===== config.mk =====
export PLATFORM = sky130hd
export DESIGN_NAME = pipe_mem_access
export DESIGN_NICKNAME = d
export VERILOG_FILES = /design/src/rtl/pipe_mem_access.sv
export SDC_FILE = /design/constraint.sdc
export NUM_CORES = 1
export LEC_CHECK = 0
export BUFFER_PORTS_ARGS = -buffer_cell sky130_fd_sc_hd__buf_2
export CORE_MARGIN = 1.5
export CORE_UTILIZATION = 40
export DETAILED_ROUTE_END_ITERATION = 10
export PLACE_DENSITY = 0.69
export SETUP_SLACK_MARGIN = 0.3
export SLEW_MARGIN = 10
export SYNTH_ARGS = -nofsm -noshare
export SYNTH_HDL_FRONTEND = slang
export SYNTH_SLANG_ARGS = --single-unit
export TNS_END_PERCENT = 5

===== constraint.sdc =====
create_clock -name clk -period 1.9 [get_ports clk]
set_input_delay 0 -clock clk [delete_from_list [all_inputs] [get_ports clk]]
set_output_delay 0 -clock clk [all_outputs]
set_load 0.005 [all_outputs]

===== src/rtl/pipe_mem_access.sv =====
// MEM pipeline stage: drives a req/ack data-memory transaction, stalls upstream while it waits, registers MEM/WB.
// Optional macro MEM_ACCESS_CNT_EN adds free-running access and stall counters.
module pipe_mem_access #(
   parameter int TIMEOUT_CYCLES = 64,
   parameter bit ALIGN_CHECK    = 1'b1
) (
   input  logic        clk,
   input  logic        reset_n,
   input  logic        validM,
   input  logic [31:0] ALUResultM,
   input  logic [31:0] WriteDataM,
   input  logic [3:0]  WA3M,
   input  logic        MemReadM,
   input  logic        MemWriteM,
   input  logic        ByteM,
   input  logic        RegWriteM,
   input  logic        MemtoRegM,
   output logic        StallM,
   output logic        dmem_req,
   output logic        dmem_we,
   output logic [31:0] dmem_addr,
   output logic [31:0] dmem_wdata,
   output logic [3:0]  dmem_be,
   input  logic        dmem_ack,
   input  logic [31:0] dmem_rdata,
   output logic [31:0] ReadDataW,
   output logic [31:0] ALUOutW,
   output logic [3:0]  WA3W,
   output logic        validW,
   output logic        RegWriteW,
   output logic        MemtoRegW,
   output logic        ErrorW
`ifdef MEM_ACCESS_CNT_EN
   ,
   output logic [31:0] mem_access_cnt,
   output logic [31:0] mem_stall_cnt
`endif
);

   localparam logic [0:0] IDLE   = 1'b0;
   localparam logic [0:0] ACCESS = 1'b1;

   logic [0:0]  state;
   logic [7:0]  toCnt;

   logic [31:0] addr_p1;
   logic [3:0]  wa3_p1;
   logic        isStore_p1;
   logic        isByte_p1;
   logic        regWrite_p1;
   logic        memtoReg_p1;

   logic        memop;
   logic        misaligned;
   logic        misOp;
   logic        startAcc;
   logic        ackHit;
   logic        timeoutHit;

   logic [31:0] nReadData;
   logic [31:0] nAluOut;
   logic [3:0]  nWa3;
   logic        nValid;
   logic        nRegWrite;
   logic        nMemtoReg;
   logic        nError;

   function automatic logic [3:0] laneBe(input logic [1:0] off, input logic isByte);
      return isByte ? (4'b0001 << off) : 4'b1111;
   endfunction

   function automatic logic [31:0] laneWdata(input logic [31:0] wd, input logic isByte);
      return isByte ? {4{wd[7:0]}} : wd;
   endfunction

   function automatic logic [31:0] loadData(input logic [31:0] rdata, input logic [1:0] off,
                                            input logic isByte, input logic isStore);
      if (isStore)
         return 32'h0;
      else if (isByte)
         return {24'h0, rdata[{off, 3'b000} +: 8]};
      else
         return rdata;
   endfunction

   assign memop      = validM & (MemReadM | MemWriteM);
   assign misaligned = ALIGN_CHECK && !ByteM && (ALUResultM[1:0] != 2'b00);
   assign misOp      = memop & misaligned;
   assign startAcc   = (state == IDLE) & memop & ~misaligned;
   assign ackHit     = (state == ACCESS) & dmem_ack;
   // An ack arriving in the last allowed cycle still completes the access.
   assign timeoutHit = (state == ACCESS) & ~dmem_ack & (toCnt == 8'(TIMEOUT_CYCLES - 1));
   assign StallM     = startAcc | ((state == ACCESS) & ~ackHit & ~timeoutHit);

   // Next MEM/WB contents; the default is a bubble.
   always_comb begin
      nReadData = 32'h0;
      nAluOut   = 32'h0;
      nWa3      = 4'h0;
      nValid    = 1'b0;
      nRegWrite = 1'b0;
      nMemtoReg = 1'b0;
      nError    = 1'b0;
      if (state == IDLE) begin
         if (!startAcc) begin
            nValid    = validM;
            nRegWrite = RegWriteM & ~misOp;
            nMemtoReg = MemtoRegM;
            nError    = misOp;
            nAluOut   = ALUResultM;
            nWa3      = WA3M;
         end
      end else if (ackHit || timeoutHit) begin
         nValid    = 1'b1;
         nRegWrite = regWrite_p1 & ackHit;
         nMemtoReg = memtoReg_p1;
         nError    = timeoutHit;
         nAluOut   = addr_p1;
         nWa3      = wa3_p1;
         nReadData = ackHit ? loadData(dmem_rdata, addr_p1[1:0], isByte_p1, isStore_p1) : 32'h0;
      end
   end

   // Stage boundary: MEM -> bus request registers and MEM/WB register
   always_ff @(posedge clk) begin
      if (!reset_n) begin
         state       <= IDLE;
         toCnt       <= 8'h0;
         addr_p1     <= 32'h0;
         wa3_p1      <= 4'h0;
         isStore_p1  <= 1'b0;
         isByte_p1   <= 1'b0;
         regWrite_p1 <= 1'b0;
         memtoReg_p1 <= 1'b0;
         dmem_req    <= 1'b0;
         dmem_we     <= 1'b0;
         dmem_addr   <= 32'h0;
         dmem_wdata  <= 32'h0;
         dmem_be     <= 4'h0;
         ReadDataW   <= 32'h0;
         ALUOutW     <= 32'h0;
         WA3W        <= 4'h0;
         validW      <= 1'b0;
         RegWriteW   <= 1'b0;
         MemtoRegW   <= 1'b0;
         ErrorW      <= 1'b0;
      end else begin
         ReadDataW <= nReadData;
         ALUOutW   <= nAluOut;
         WA3W      <= nWa3;
         validW    <= nValid;
         RegWriteW <= nRegWrite;
         MemtoRegW <= nMemtoReg;
         ErrorW    <= nError;
         case (state)
            IDLE: begin
               if (startAcc) begin
                  state       <= ACCESS;
                  toCnt       <= 8'h0;
                  addr_p1     <= ALUResultM;
                  wa3_p1      <= WA3M;
                  isStore_p1  <= MemWriteM;
                  isByte_p1   <= ByteM;
                  regWrite_p1 <= RegWriteM;
                  memtoReg_p1 <= MemtoRegM;
                  dmem_req    <= 1'b1;
                  dmem_we     <= MemWriteM;
                  dmem_addr   <= {ALUResultM[31:2], 2'b00};
                  dmem_wdata  <= laneWdata(WriteDataM, ByteM);
                  dmem_be     <= laneBe(ALUResultM[1:0], ByteM);
               end
            end
            ACCESS: begin
               if (ackHit || timeoutHit) begin
                  state    <= IDLE;
                  dmem_req <= 1'b0;
                  dmem_we  <= 1'b0;
               end else begin
                  toCnt <= toCnt + 8'h1;
               end
            end
            default: state <= IDLE;
         endcase
      end
   end

`ifdef MEM_ACCESS_CNT_EN
   always_ff @(posedge clk) begin
      if (!reset_n) begin
         mem_access_cnt <= 32'h0;
         mem_stall_cnt  <= 32'h0;
      end else begin
         if (ackHit)
            mem_access_cnt <= mem_access_cnt + 32'h1;
         if (StallM)
            mem_stall_cnt <= mem_stall_cnt + 32'h1;
      end
   end
`endif

endmodule


Yosys cells after proc, flatten, opt, wreduce, memory -nomap -nowiden
Index checks and enable logic that the tools add are counted.
{ "word_totals": {"out_inout_bits": 143, "reg_bits": 189, "in_bits": 109, "word_cells": 90} }
{ "classes": {"bitwise_logic": 21, "n_mux": 32, "n_eq_ne": 4, "reduce_logical": 9, "addsub": 1, "shift": 2} }
{ "ops": {"columns": ["cell", "count"], "rows": [
  ["two-way mux 32 bit", 4],
  ["indexed part select 32 x 6 -> 8 bit", 1],
  ["two-way mux 8 bit", 3],
  ["two-way mux 1 bit", 17],
  ["two-way mux 4 bit", 4],
  ["one-hot mux 8 bit (2 select lines)", 1],
  ["bitwise AND 1 bit", 11],
  ["adder 8 x 1 -> 8 bit, second input constant", 1],
  ["== test 8 x 6 -> 1 bit, second input constant", 1],
  ["NOT 1 bit", 8],
  ["one-hot mux 1 bit (2 select lines)", 3],
  ["AND reduction 2 bit", 3],
  ["OR reduction 6 bit", 1],
  ["OR reduction 5 bit", 1],
  ["!= test 2 bit, second input constant", 2],
  ["left shift 1 x 2 -> 4 bit, first input constant", 1],
  ["!= test 2 x 1 -> 1 bit, second input constant", 1],
  ["bitwise OR 1 bit", 2],
  ["nonzero test 2 bit", 1],
  ["logical AND 1 bit", 1],
  ["zero test 1 bit", 1],
  ["logical OR 1 bit", 1]
]} }

Depth between registers and ports, before layout
{ "depth": {"word_depth": 7, "ltp_mapped": 7, "depth_no_buf": 5} }

Worst setup path before layout
OpenSTA, ideal clock, no wires.
{ "synth_timing": {"path_type": "register to register", "start": "reg toCnt[0]", "end": "reg ALUOutW[10]", "setup_slack_ns": 0.363, "path_stages_with_launch": 7, "n_path_buf": 1, "setup_time_ns": 0.059, "t_required_ns": 1.841, "arrival_time_ns": 1.479, "period_less_slack_ns": 1.537, "cell_sequence": "dfxtp_1 ha_1 and3_1 a21oi_2 nor3_4 buf_4 a22o_1"} }
{ "synth_via": {"elab_chain_cells": 5} }
{ "synth_rtl": {"columns": ["element", "line_no", "rtl"], "rows": [
  ["start, declared", "44", "logic [7:0] toCnt;"],
  ["start signal, assigned", "179", "toCnt <= toCnt + 8'h1;"],
  ["== test 8 x 6 -> 1 bit", "92", "assign timeoutHit = (state == ACCESS) & ~dmem_ack & (toCnt == 8'(TIMEOUT_CYCLES - 1));"],
  ["bitwise AND 1 bit", "92", null],
  ["logical OR 1 bit", "113", "end else if (ackHit || timeoutHit) begin"],
  ["two-way mux 32 bit", "113", null],
  ["two-way mux 32 bit", "104", "if (state == IDLE) begin"],
  ["end signal, assigned", "149", "ALUOutW <= nAluOut;"],
  ["end, declared", "27", "output logic [31:0] ALUOutW,"]
]} }
No other way between the ends.
A chain may end at the register's enable or synchronous reset.

Final worst setup path
{ "layout_timing": {"start": "reg toCnt[0]", "end": "out StallM"} }
{ "layout_via": {"elab_chain_cells": 5} }
{ "layout_rtl": {"columns": ["element", "line_no", "rtl"], "rows": [
  ["== test 8 x 6 -> 1 bit", "92", null],
  ["bitwise AND 1 bit", "92", null],
  ["NOT 1 bit", "93", "assign StallM = startAcc | ((state == ACCESS) & ~ackHit & ~timeoutHit);"],
  ["bitwise AND 1 bit", "93", null],
  ["bitwise OR 1 bit", "93", null],
  ["end, declared", "18", "output logic StallM,"]
]} }
No other way between the ends.

==> impl_metrics.ini <==
[outcome]
outcome = finished with violations
violated_checks = DRC

[final_layout]
commonest_non_fill_non_tap_cell_in_the_layout = buf_2
final_layout_fill_cell_count = 1176
post-route-cell-area_um2 = 8950
drive_gt1_share_pct = 32.8
most_frequent_cells_in_the_layout = buf_2, dfxtp_1, dlygate4sd3_1
area_growth_pct = 48.0
antenna_cells_inserted = 0
finish.net_count = 1074
ff_latch_area_um2 = 3190
multi_input_comb_area_um2 = 2430

[cts]
clock_sink_count = 159
tritoncts = built
tritoncts_buffer_count = 17
insertion_delay_ns = 0.41
htree_num_levels = 4
clock_root_buffer = clkbuf_16
clk_transition_reported_paths_ns = 0.06
cts_buffer_depth = 2

[drt]
post_route_wl_um = 17600
drt-vias-per-instance = 4.97
vias = 5767
drc_marker_count_from_the_first_detailed_route_iteration = 299
antenna_violating_nets_post_route = 0
wl_per_cell_um = 15.2
drtPass1Iterations = 11
post-route-drc-count = 21

[floorplanning]
io_pins = 252
core_region_area_um2 = 14600
die-height_um = 126
chipWidth_um = 126
rows = 44
initial_core_utilization_pct = 41.3
die_ar_um2 = 15900

[power_and_ir_drop]
switch_share_pct = 23.9
total_leakage_power_uw = 0.00411
cellInternalPower_uw = 5990
share_clk_of_total_power_pct = 41.4
ir_drop_mv = 0.593
power_density_nw_per_um2 = 878
seq_power_share_pct = 45.6
power.share.combinational_pct = 12.9
power.switching_uw = 1880

[setup_path]
worstPathArrival_ns = 1.63
crit_path_start_kind = register
required_ns = 1.90
critPathCaptureType = output pin
maximum_net_fanout_on_the_critical_path = 4
crit_type = reg -> out

[timing]
setup-tns-final_ns = 0
fmaxAchievable_mhz = 614
setup_skew_ns = 0.00555
finalSetupViolCount = 0
final.hold.worst_slack_ns = 0.0191
fin_crit_sh_pct = 85.7
rsz_0062_raised_after_global_routing = yes
final.min_clock_period_ns = 1.63
final-max-slew-violation-count = 0
final-hold-violation-count = 0

[grt]
globalRouteMet1Util_pct = 23.7
maximum_number_of_pins_on_one_net_before_global_route_repair = 84
first_global_vias = 5602
grtUsageTotal_pct = 21.9
gr-usage-met3_pct = 5.86
grt_pass1_wl_um = 27600
antenna_found_initial = 0
grtUsageMet2_pct = 40.4
grt_residual_overflow = 0
busiest_layer = met2

[synth]
mappedNetlistArea_um2 = 6050
syn_warnings = 0
yosysUniqueCellTypes = 44
syn_avg_cell_area_um2 = 9.44
synthesis.instances = 641
postSynthRegisterBits = 159
sequential_element_share_of_the_synthesized_area_pct = 52.6

[place]
io_buffers = 249
detailed_place_hpwl_um = 11100
gp_congestion = 0.852
dpl-instance-area_um2 = 7260

[job]
drv.max_cap_violation_count = 0

[worst_hold_path]
hold_path.class = in -> reg
## Yosys cell counts
| library cell | n | share of area, % |
|---|---|---|
| dfxtp_1 | 159 | 53 |
| a211oi_1 | 23 | 2.9 |
| ha_1 | 1 | 0.21 |
| o21bai_4 | 1 | 0.31 |
| a32oi_1 | 3 | 0.43 |
| a211oi_2 | 1 | 0.21 |
| nor4_1 | 1 | 0.10 |
| nor2_1 | 31 | 1.9 |
| a21oi_1 | 65 | 5.4 |
| a211oi_4 | 1 | 0.33 |
| nand2b_1 | 3 | 0.31 |
| clkbuf_1 | 20 | 1.2 |
| o22ai_1 | 2 | 0.21 |
| o21bai_1 | 3 | 0.37 |
| and2b_1 | 2 | 0.25 |
| a221oi_1 | 1 | 0.14 |
| nand4b_1 | 2 | 0.29 |
| and4bb_2 | 1 | 0.21 |
| nand3_1 | 11 | 0.91 |
| a22o_1 | 37 | 5.4 |
| buf_6 | 4 | 0.74 |
| buf_2 | 14 | 1.2 |
| nand2_1 | 105 | 6.5 |
| o21ai_0 | 24 | 2.0 |
| and2_1 | 25 | 2.6 |
| and3_1 | 5 | 0.52 |
| buf_4 | 36 | 4.5 |
| inv_1 | 4 | 0.25 |
| o31ai_1 | 1 | 0.12 |
| and4b_1 | 1 | 0.17 |
| a21oi_2 | 1 | 0.14 |
| o21ai_1 | 1 | 0.083 |
| buf_1 | 1 | 0.062 |
| a31oi_1 | 1 | 0.10 |
| clkinv_1 | 1 | 0.062 |
| o211ai_1 | 2 | 0.25 |
| conb_1 | 1 | 0.062 |
| o21a_1 | 5 | 0.62 |
| nor2b_1 | 1 | 0.10 |
| a311oi_1 | 2 | 0.29 |
| a21o_1 | 1 | 0.12 |
| mux2i_1 | 32 | 5.3 |
| nor3_4 | 1 | 0.27 |
| nand4_1 | 4 | 0.41 |
## worst paths after layout
path / cells past startpoint / endpoint / start / slack [ns]
worst max register to register: 6 / toCnt[5] / toCnt[0] / 0.38
worst min-delay path: 3 / dmem_wdata[19] / WriteDataM[19] / 0.02
worst max-delay path: 6 / StallM / toCnt[0] / 0.27
worst min register to register: 2 / wa3_p1[2] / wa3_p1[2] / 0.45
## per-layer routing
layer,up-vias,part of all wire (%)
met3,29,7.4
li1,2841,-
met4,0,2.0
met2,234,51
met1,2663,39
met5,-,0
## kinds of logic after synthesis
group	count (synthesis)	synth area share, %
AO/OA/AOI/OAI	175	19.3
other	1	0.0620
flip-flops	159	52.6
multiplexers	32	5.29
AND/OR/NAND/NOR	193	14.6
adder cells (fa/ha/maj)	1	0.207
buffers and inverters	80	7.98
## power groups by stage
stage | sequential, µW | combinational [µW] | clock (µW)
after floorplan | 3660 | 463 | 0
after global placement | 3660 | 822 | 0
after detailed placement | 3660 | 829 | 0
after CTS | 3590 | 1000 | 3330
after global routing | 3610 | 1110 | 3470
final | 3590 | 1020 | 3260
## through the flow
step,power (µW),setup slack [ns],std cells,utilization (%)
floorplan,4120,0.363,642,-
global placement,4480,0.206,1020,49.6
detailed placement,4490,0.173,1020,49.6
CTS,7920,0.205,1159,60.9
global route,8190,0.223,1161,61.2
finish,7870,0.273,1161,61.2
## area by class of cell
class	instances	share of cell area (%)
Clock buffer	20	4.99
Clock inverter	12	1.33
Inverter	5	0.210
Multi-Input combinational cell	403	27.2
Sequential cell	159	35.6
Tap cell	184	2.57
Timing Repair Buffer	378	28.2
## registers in the layout (all words and copies together), names as in the netlist, 4 cells and up
register / cells
toCnt: 8
wa3_p1: 4
addr_p1: 32
dmem_wdata: 32
dmem_be: 4
ReadDataW: 32
ALUOutW: 32
WA3W: 4
## worst max-delay path, stage by stage (launching register included)
cell	delay (ns)
dfxtp_2	0.33
ha_4	0.16
and3_4	0.18
buf_4	0.14
a21o_4	0.23
nand2_4	0.06
buf_6	0.10
## what timing repair did
| item | in CTS | in global routing |
|---|---|---|
| hold buffers | 105 | 0 |
| setup endpoints to repair | 32 | 33 |
| pin swaps | 2 | 1 |
| buffers inserted | 2 | 2 |
| hold endpoints to repair | 142 | 0 |
| resized for setup | 4 | 7 |
(Power assumes the default switching activity.)
